<file path="config.mk">
export PLATFORM = sky130hd
export DESIGN_NAME = fetch_unit
export DESIGN_NICKNAME = d
export VERILOG_FILES = /design/src/rtl/core_pkg.sv /design/src/rtl/fetch_queue.sv /design/src/rtl/fetch_unit.sv
export SDC_FILE = /design/constraint.sdc
export NUM_CORES = 1
export LEC_CHECK = 0
export CORE_MARGIN = 5
export CORE_UTILIZATION = 45
export DETAILED_ROUTE_END_ITERATION = 6
export HOLD_SLACK_MARGIN = 0.03
export PLACE_DENSITY = 0.7
export SETUP_SLACK_MARGIN = 0.4
export SYNTH_ARGS = -nofsm -noshare
export SYNTH_HDL_FRONTEND = slang
export SYNTH_SLANG_ARGS = --single-unit
</file>
<file path="constraint.sdc">
create_clock -name clk -period 12.38 [get_ports clk]
set_input_delay 3.714 -clock clk [delete_from_list [all_inputs] [get_ports clk]]
set_output_delay 3.714 -clock clk [all_outputs]
set_load 0.01 [all_outputs]
</file>
<file path="src/rtl/core_pkg.sv">
// Shared types and constants for the fetch front end.
package core_pkg;

    localparam int CORE_XLEN        = 32;
    localparam int FQ_DEPTH_DEFAULT = 8;

    // All-ones word used as filler on the instruction-ROM data lines
    localparam logic [CORE_XLEN-1:0] NOP_INSTR = 32'hFFFF_FFFF;

    typedef struct packed {
        logic [CORE_XLEN-1:0] instr;
        logic [CORE_XLEN-1:0] pc;
    } fetch_entry_t;

endpackage

</file>
<file path="src/rtl/fetch_queue.sv">
// Circular fetch queue: two entries pushed at once, zero to two popped per
// cycle, single-cycle flush. Slots that hold no instruction read as zero.
module fetch_queue
    import core_pkg::*;
#(
    parameter int XLEN  = 32,
    parameter int DEPTH = FQ_DEPTH_DEFAULT,
    localparam int PW   = $clog2(DEPTH),
    localparam int CW   = PW + 1
) (
    input  logic              clk,
    input  logic              reset,
    input  logic              flush,
    input  logic              push,
    input  logic [XLEN-1:0]   push_instr0,
    input  logic [XLEN-1:0]   push_instr1,
    input  logic [XLEN-1:0]   push_pc0,
    input  logic [XLEN-1:0]   push_pc1,
    input  logic [1:0]        take,
    output logic [1:0]        head_valid,
    output logic [2*XLEN-1:0] head_instr,
    output logic [2*XLEN-1:0] head_pc,
    output logic [CW-1:0]     count
);

    logic [XLEN-1:0] instr_mem [DEPTH];
    logic [XLEN-1:0] pc_mem    [DEPTH];
    logic [PW-1:0]   head;
    logic [PW-1:0]   tail;
    logic [CW-1:0]   count_q;

    assign count = count_q;

    // Pointer and occupancy update; flush wins over any push or pop
    always_ff @(posedge clk) begin
        if (reset || flush) begin
            head    <= '0;
            tail    <= '0;
            count_q <= '0;
        end else begin
            if (push) begin
                tail <= tail + PW'(2);
            end
            head    <= head + PW'(take);
            count_q <= count_q + (push ? CW'(2) : CW'(0)) - CW'(take);
        end
    end

    // Storage write of the instruction pair at the tail
    always_ff @(posedge clk) begin
        if (push && !reset && !flush) begin
            instr_mem[tail]          <= push_instr0;
            pc_mem[tail]             <= push_pc0;
            instr_mem[tail + PW'(1)] <= push_instr1;
            pc_mem[tail + PW'(1)]    <= push_pc1;
        end
    end

    // Present head and head+1, masking empty slots to zero
    always_comb begin
        head_valid = {(count_q >= CW'(2)), (count_q >= CW'(1))};
        head_instr = '0;
        head_pc    = '0;
        if (head_valid[0]) begin
            head_instr[XLEN-1:0] = instr_mem[head];
            head_pc[XLEN-1:0]    = pc_mem[head];
        end
        if (head_valid[1]) begin
            head_instr[2*XLEN-1:XLEN] = instr_mem[head + PW'(1)];
            head_pc[2*XLEN-1:XLEN]    = pc_mem[head + PW'(1)];
        end
    end

    take_legal: assert property (@(posedge clk) disable iff (reset || flush)
        (take != 2'd3) && (CW'(take) <= count_q));

endmodule

</file>
<file path="src/rtl/fetch_unit.sv">
// Dual-issue instruction fetch: PC, request credit, epoch and fault handling.
// Optional feature macro: FETCH_ADDR_CHECK_EN (alignment/range check on PC).
module fetch_unit
    import core_pkg::*;
#(
    parameter int              XLEN       = 32,
    parameter logic [XLEN-1:0] RESET_PC   = '0,
    parameter int              FQ_DEPTH   = FQ_DEPTH_DEFAULT,
    parameter int              IMEM_BYTES = 8192
) (
    input  logic              clk,
    input  logic              reset,
    output logic              imem_ren,
    output logic [XLEN-1:0]   imem_addr0,
    output logic [XLEN-1:0]   imem_addr1,
    input  logic              imem_valid,
    input  logic [XLEN-1:0]   imem_rdata0,
    input  logic [XLEN-1:0]   imem_rdata1,
    input  logic [2*XLEN-1:0] imem_pc,
    input  logic              redirect_valid,
    input  logic [XLEN-1:0]   redirect_pc,
    output logic [1:0]        dec_valid,
    output logic [2*XLEN-1:0] dec_instr,
    output logic [2*XLEN-1:0] dec_pc,
    input  logic [1:0]        dec_take,
    output logic              fetch_fault
);

    localparam int CW = $clog2(FQ_DEPTH) + 1;

    logic [XLEN-1:0] pc;
    logic            req_pending;
    logic            epoch;
    logic            req_epoch;
    logic            fault;
    logic [CW-1:0]   count;
    logic            credit_ok;
    logic            addr_ok;
    logic            issue;
    logic            accept;

    // Credit: room for the pair already in flight plus one more pair
    always_comb begin
        credit_ok = (FQ_DEPTH - int'(count) - (req_pending ? 2 : 0)) >= 2;
    end

`ifdef FETCH_ADDR_CHECK_EN
    logic [XLEN:0] pc_end;

    // The pair must be word aligned and fit entirely below the ROM top
    always_comb begin
        pc_end  = {1'b0, pc} + (XLEN+1)'(4);
        addr_ok = (pc[1:0] == 2'b00) && (pc_end < (XLEN+1)'(IMEM_BYTES));
    end

    // Sticky fault, cleared only by reset or a redirect
    always_ff @(posedge clk) begin
        if (reset || redirect_valid) begin
            fault <= 1'b0;
        end else if (!fault && credit_ok && !addr_ok) begin
            fault <= 1'b1;
        end
    end
`else
    assign addr_ok = 1'b1;
    assign fault   = 1'b0;
`endif

    assign issue       = !reset && !redirect_valid && !fault && credit_ok && addr_ok;
    assign imem_ren    = issue;
    assign imem_addr0  = pc;
    assign imem_addr1  = pc + XLEN'(4);
    assign fetch_fault = fault;

    // The ROM keeps imem_valid high, so only our own tagged request is accepted
    assign accept = req_pending && imem_valid && !redirect_valid && (req_epoch == epoch);

    // PC, outstanding-request flag and epoch; redirect outranks issuing
    always_ff @(posedge clk) begin
        if (reset) begin
            pc          <= RESET_PC;
            req_pending <= 1'b0;
            req_epoch   <= 1'b0;
            epoch       <= 1'b0;
        end else if (redirect_valid) begin
            pc          <= redirect_pc;
            req_pending <= 1'b0;
            epoch       <= ~epoch;
        end else begin
            req_pending <= issue;
            if (issue) begin
                pc        <= pc + XLEN'(8);
                req_epoch <= epoch;
            end
        end
    end

    fetch_queue #(
        .XLEN  (XLEN),
        .DEPTH (FQ_DEPTH)
    ) u_queue (
        .clk         (clk),
        .reset       (reset),
        .flush       (redirect_valid),
        .push        (accept),
        .push_instr0 (imem_rdata0),
        .push_instr1 (imem_rdata1),
        .push_pc0    (imem_pc[XLEN-1:0]),
        .push_pc1    (imem_pc[2*XLEN-1:XLEN]),
        .take        (dec_take),
        .head_valid  (dec_valid),
        .head_instr  (dec_instr),
        .head_pc     (dec_pc),
        .count       (count)
    );

endmodule

</file>
==> impl_metrics.tcl <==
set metrics [dict create \
    rows 89 \
    finalCritPeriodShare 0.8815 \
    async_reset_ff_frac 0 \
    yosys_register_bits 556 \
    fillCellCount 4496 \
    design_area_sq_mm 0.03272 \
    io_buffers 360 \
    grt_pass1_vias 17300 \
    tightest_slew_ns 1.113 \
    ys_top_cells_by_area "edfxtp_1 58%, mux4_2 22%, dfxtp_1 3.3%" \
    syn-instance-count 1603 \
    clk_pin_slew_ns 0.06 \
    finClkSkew_ns 0.01840 \
    ctsResizeCount 0 \
    finalCriticalPeriod_ns 10.91 \
    crit_required_ns 8.67 \
    hp-class "reg -> reg" \
    ys_seq_area_frac 0.6136 \
    hpwlAfterDp_um 43940 \
    finalHoldViolations 0 \
    synth_common_cells "512 x edfxtp_1, 256 x mux4_2, 163 x nand2_1" \
    grt_pass1_wl_um 104400 \
    outcome "completed" \
    routed_wl_um 69600 \
    synth_cell_type_count 60 \
    core_sq_mm 0.05869 \
    insertion_delay_ns 0.61 \
    avgRoutedWirePerCell_um 25.31 \
    max-clock-path-buffers 3 \
    endpoint_kind "output pin" \
    synth_ff_type "edfxtp_1" \
    slew_violations 0 \
    antenna_found_initial 11 \
    whs_ns 0.4810 \
    finish.utilization 0.5575 \
    rsz0062_at_grt "false" \
    die-area_sq_mm 0.06382 \
    synth_edf_count 512 \
    drt-vias-per-instance 5.961 \
    clock.fmax_mhz 91.63 \
    numClockSinks 556 \
    root_buffer "clkbuf_16" \
    cts_max_level 2 \
    max-vdd-ir-drop_mv 0.1833 \
    ant_nets 0 \
    worst_slack_ns 1.467 \
    cts_tree "done" \
    globalplace.congestion 0.9550 \
    yosysTopAreaCell "edfxtp_1" \
    setup_viol 0 \
    drv_cap 0 \
    syn_nets 1790 \
    yosysWarnings 0 \
    grt_max_degree 73 \
    leakage_nw 10.12 \
    die_w_um 252.6 \
    grt_overflow 0 \
    pre_cts_ws_ns 1.530 \
    post_cts_buffers 0 \
    io_pins 362 \
    first_pass_iters 6 \
    vias 16390 \
    syn_to_final_growth_pct 23.50 \
    netlist_area_sq_mm 0.02649 \
    yosysMostFrequentCell "edfxtp_1" \
    nNetsFinal 2109 \
    placed_area_sq_mm 0.03080 \
    synth_area_per_cell_sq_um 16.53 \
    start_util 0.4514 \
    timing_worst_setup_path_type "in -> out" \
    cp-start-kind "input port" \
    drc 0 \
    die_h_um 252.6 \
    drive_above_1_share 0.1957 \
    cp.arrival_ns 7.20 \
    tns_ns 0 \
    cellPowerDensity_mw_per_mm2 139.3 \
    drt_iter0_drc 1193 \
    grt_usage 0.2132 \
    synth.top_cell.area_share 0.5803 \
    path_max_fanout 34 \
    numCtsBuffers 59 \
    relSlewSlack 0.2583 \
    cts_hold_buf 0 \
]
-- critical path, stage by stage --
cell and delay [ns]:
clkdlybuf4s50_1 0.45, buf_4 0.37, or2_1 0.42, a311o_1 0.45, or2_1 0.55, clkinv_2 0.58, clkdlybuf4s50_1 0.64
-- per-stage QoR --
stage	total power, mW	cells
final	4.559	2750
after global routing	4.729	2746
after CTS	4.606	2745
after detailed placement	2.885	2634
after global placement	2.877	2634
after floorplan	2.492	1603
-- worst paths after layout --
kind | slack, ns | depth (start not counted) | start | end
hold reg to reg | 0.48 | 2 | req_epoch | req_epoch
setup reg to reg | 8.17 | 11 | u_queue.count[1] | imem_addr0[24]
hold / removal | 0.48 | 2 | req_epoch | req_epoch
setup / recovery | 1.47 | 7 | redirect_valid | imem_ren
-- kinds of logic (layout without fill, tap and decap cells) --
family,Yosys count,in the layout,share of synthesized area
xor gates and xnor gates,41,41,0.01355
other,1,6,0.0001415
and+or+nand+nor,352,352,0.05899
AOI/OAI and AO/OA,153,153,0.03533
buffers and inverters,155,524,0.02432
adders and majority gates,21,21,0.01077
muxes,324,324,0.2433
DFF,556,556,0.6136
-- layout by cell type (no fill, tap or decap), types with 4 or more instances in the layout --
cell	synthesis	final
o41a_1	4	4
o21ai_0	16	16
clkbuf_16	0	60
ha_1	18	17
xor2_1	18	17
dfxtp_1	44	41
diode_2	0	5
a211oi_1	4	4
nor2_1	97	97
nand3b_1	5	5
nand3_1	12	12
edfxtp_1	512	512
xnor2_1	23	22
inv_1	23	23
a21oi_1	86	86
mux2i_1	68	68
mux4_2	256	256
clkinv_2	1	11
nand2b_1	7	7
clkinv_1	1	12
bufinv_16	0	6
a22oi_1	9	9
and2_4	0	5
nor4_1	16	16
a32oi_1	4	4
nand2_1	163	163
nor3_1	10	10
clkbuf_1	76	18
nand4_1	12	12
o22ai_1	4	4
buf_4	3	28
o31a_1	4	4
clkdlybuf4s50_1	0	360
-- area by class of cell --
type / instances / area, sq um / area share
flip-flops and latches: 556 / 16270 / 0.4972
multi-input cells: 892 / 9662 / 0.2953
repair buffers: 388 / 3814 / 0.1166
clock buffers: 78 / 1569 / 0.04796
well taps: 773 / 967.2 / 0.02956
clock inverters: 33 / 331.6 / 0.01013
inverters: 25 / 95.09 / 0.002906
diodes: 5 / 12.51 / 0.0003824
-- layer usage --
| layer | share of wire | GRT usage | routed length, um | up-vias |
|---|---|---|---|---|
| met5 | 0.0012 | 0 | 86 | - |
| met4 | 0.022 | 0.05583 | 1557 | 12 |
| met3 | 0.084 | 0.05166 | 5833 | 114 |
| met2 | 0.51 | 0.3714 | 35700 | 640 |
| met1 | 0.38 | 0.2703 | 26420 | 8536 |
| li1 | - | - | - | 7090 |
-- flip-flops by register name, indices dropped and copies added (netlist names) --
register	flops
u_queue.instr_mem	256
u_queue.pc_mem	256
imem_addr0	32
u_queue.count	4
u_queue.head	3
u_queue.tail	2
epoch	1
req_epoch	1
req_pending	1
-- where the power goes --
group / leakage (nW) / switching (mW) / internal [mW]
Clock: 0.931 / 0.703 / 1.02
Sequential: 4.97 / 0.0328 / 2.07
Combinational: 4.23 / 0.373 / 0.368
Total: 10.1 / 1.11 / 3.45
No activity file was read; power rests on OpenSTA's default activity.
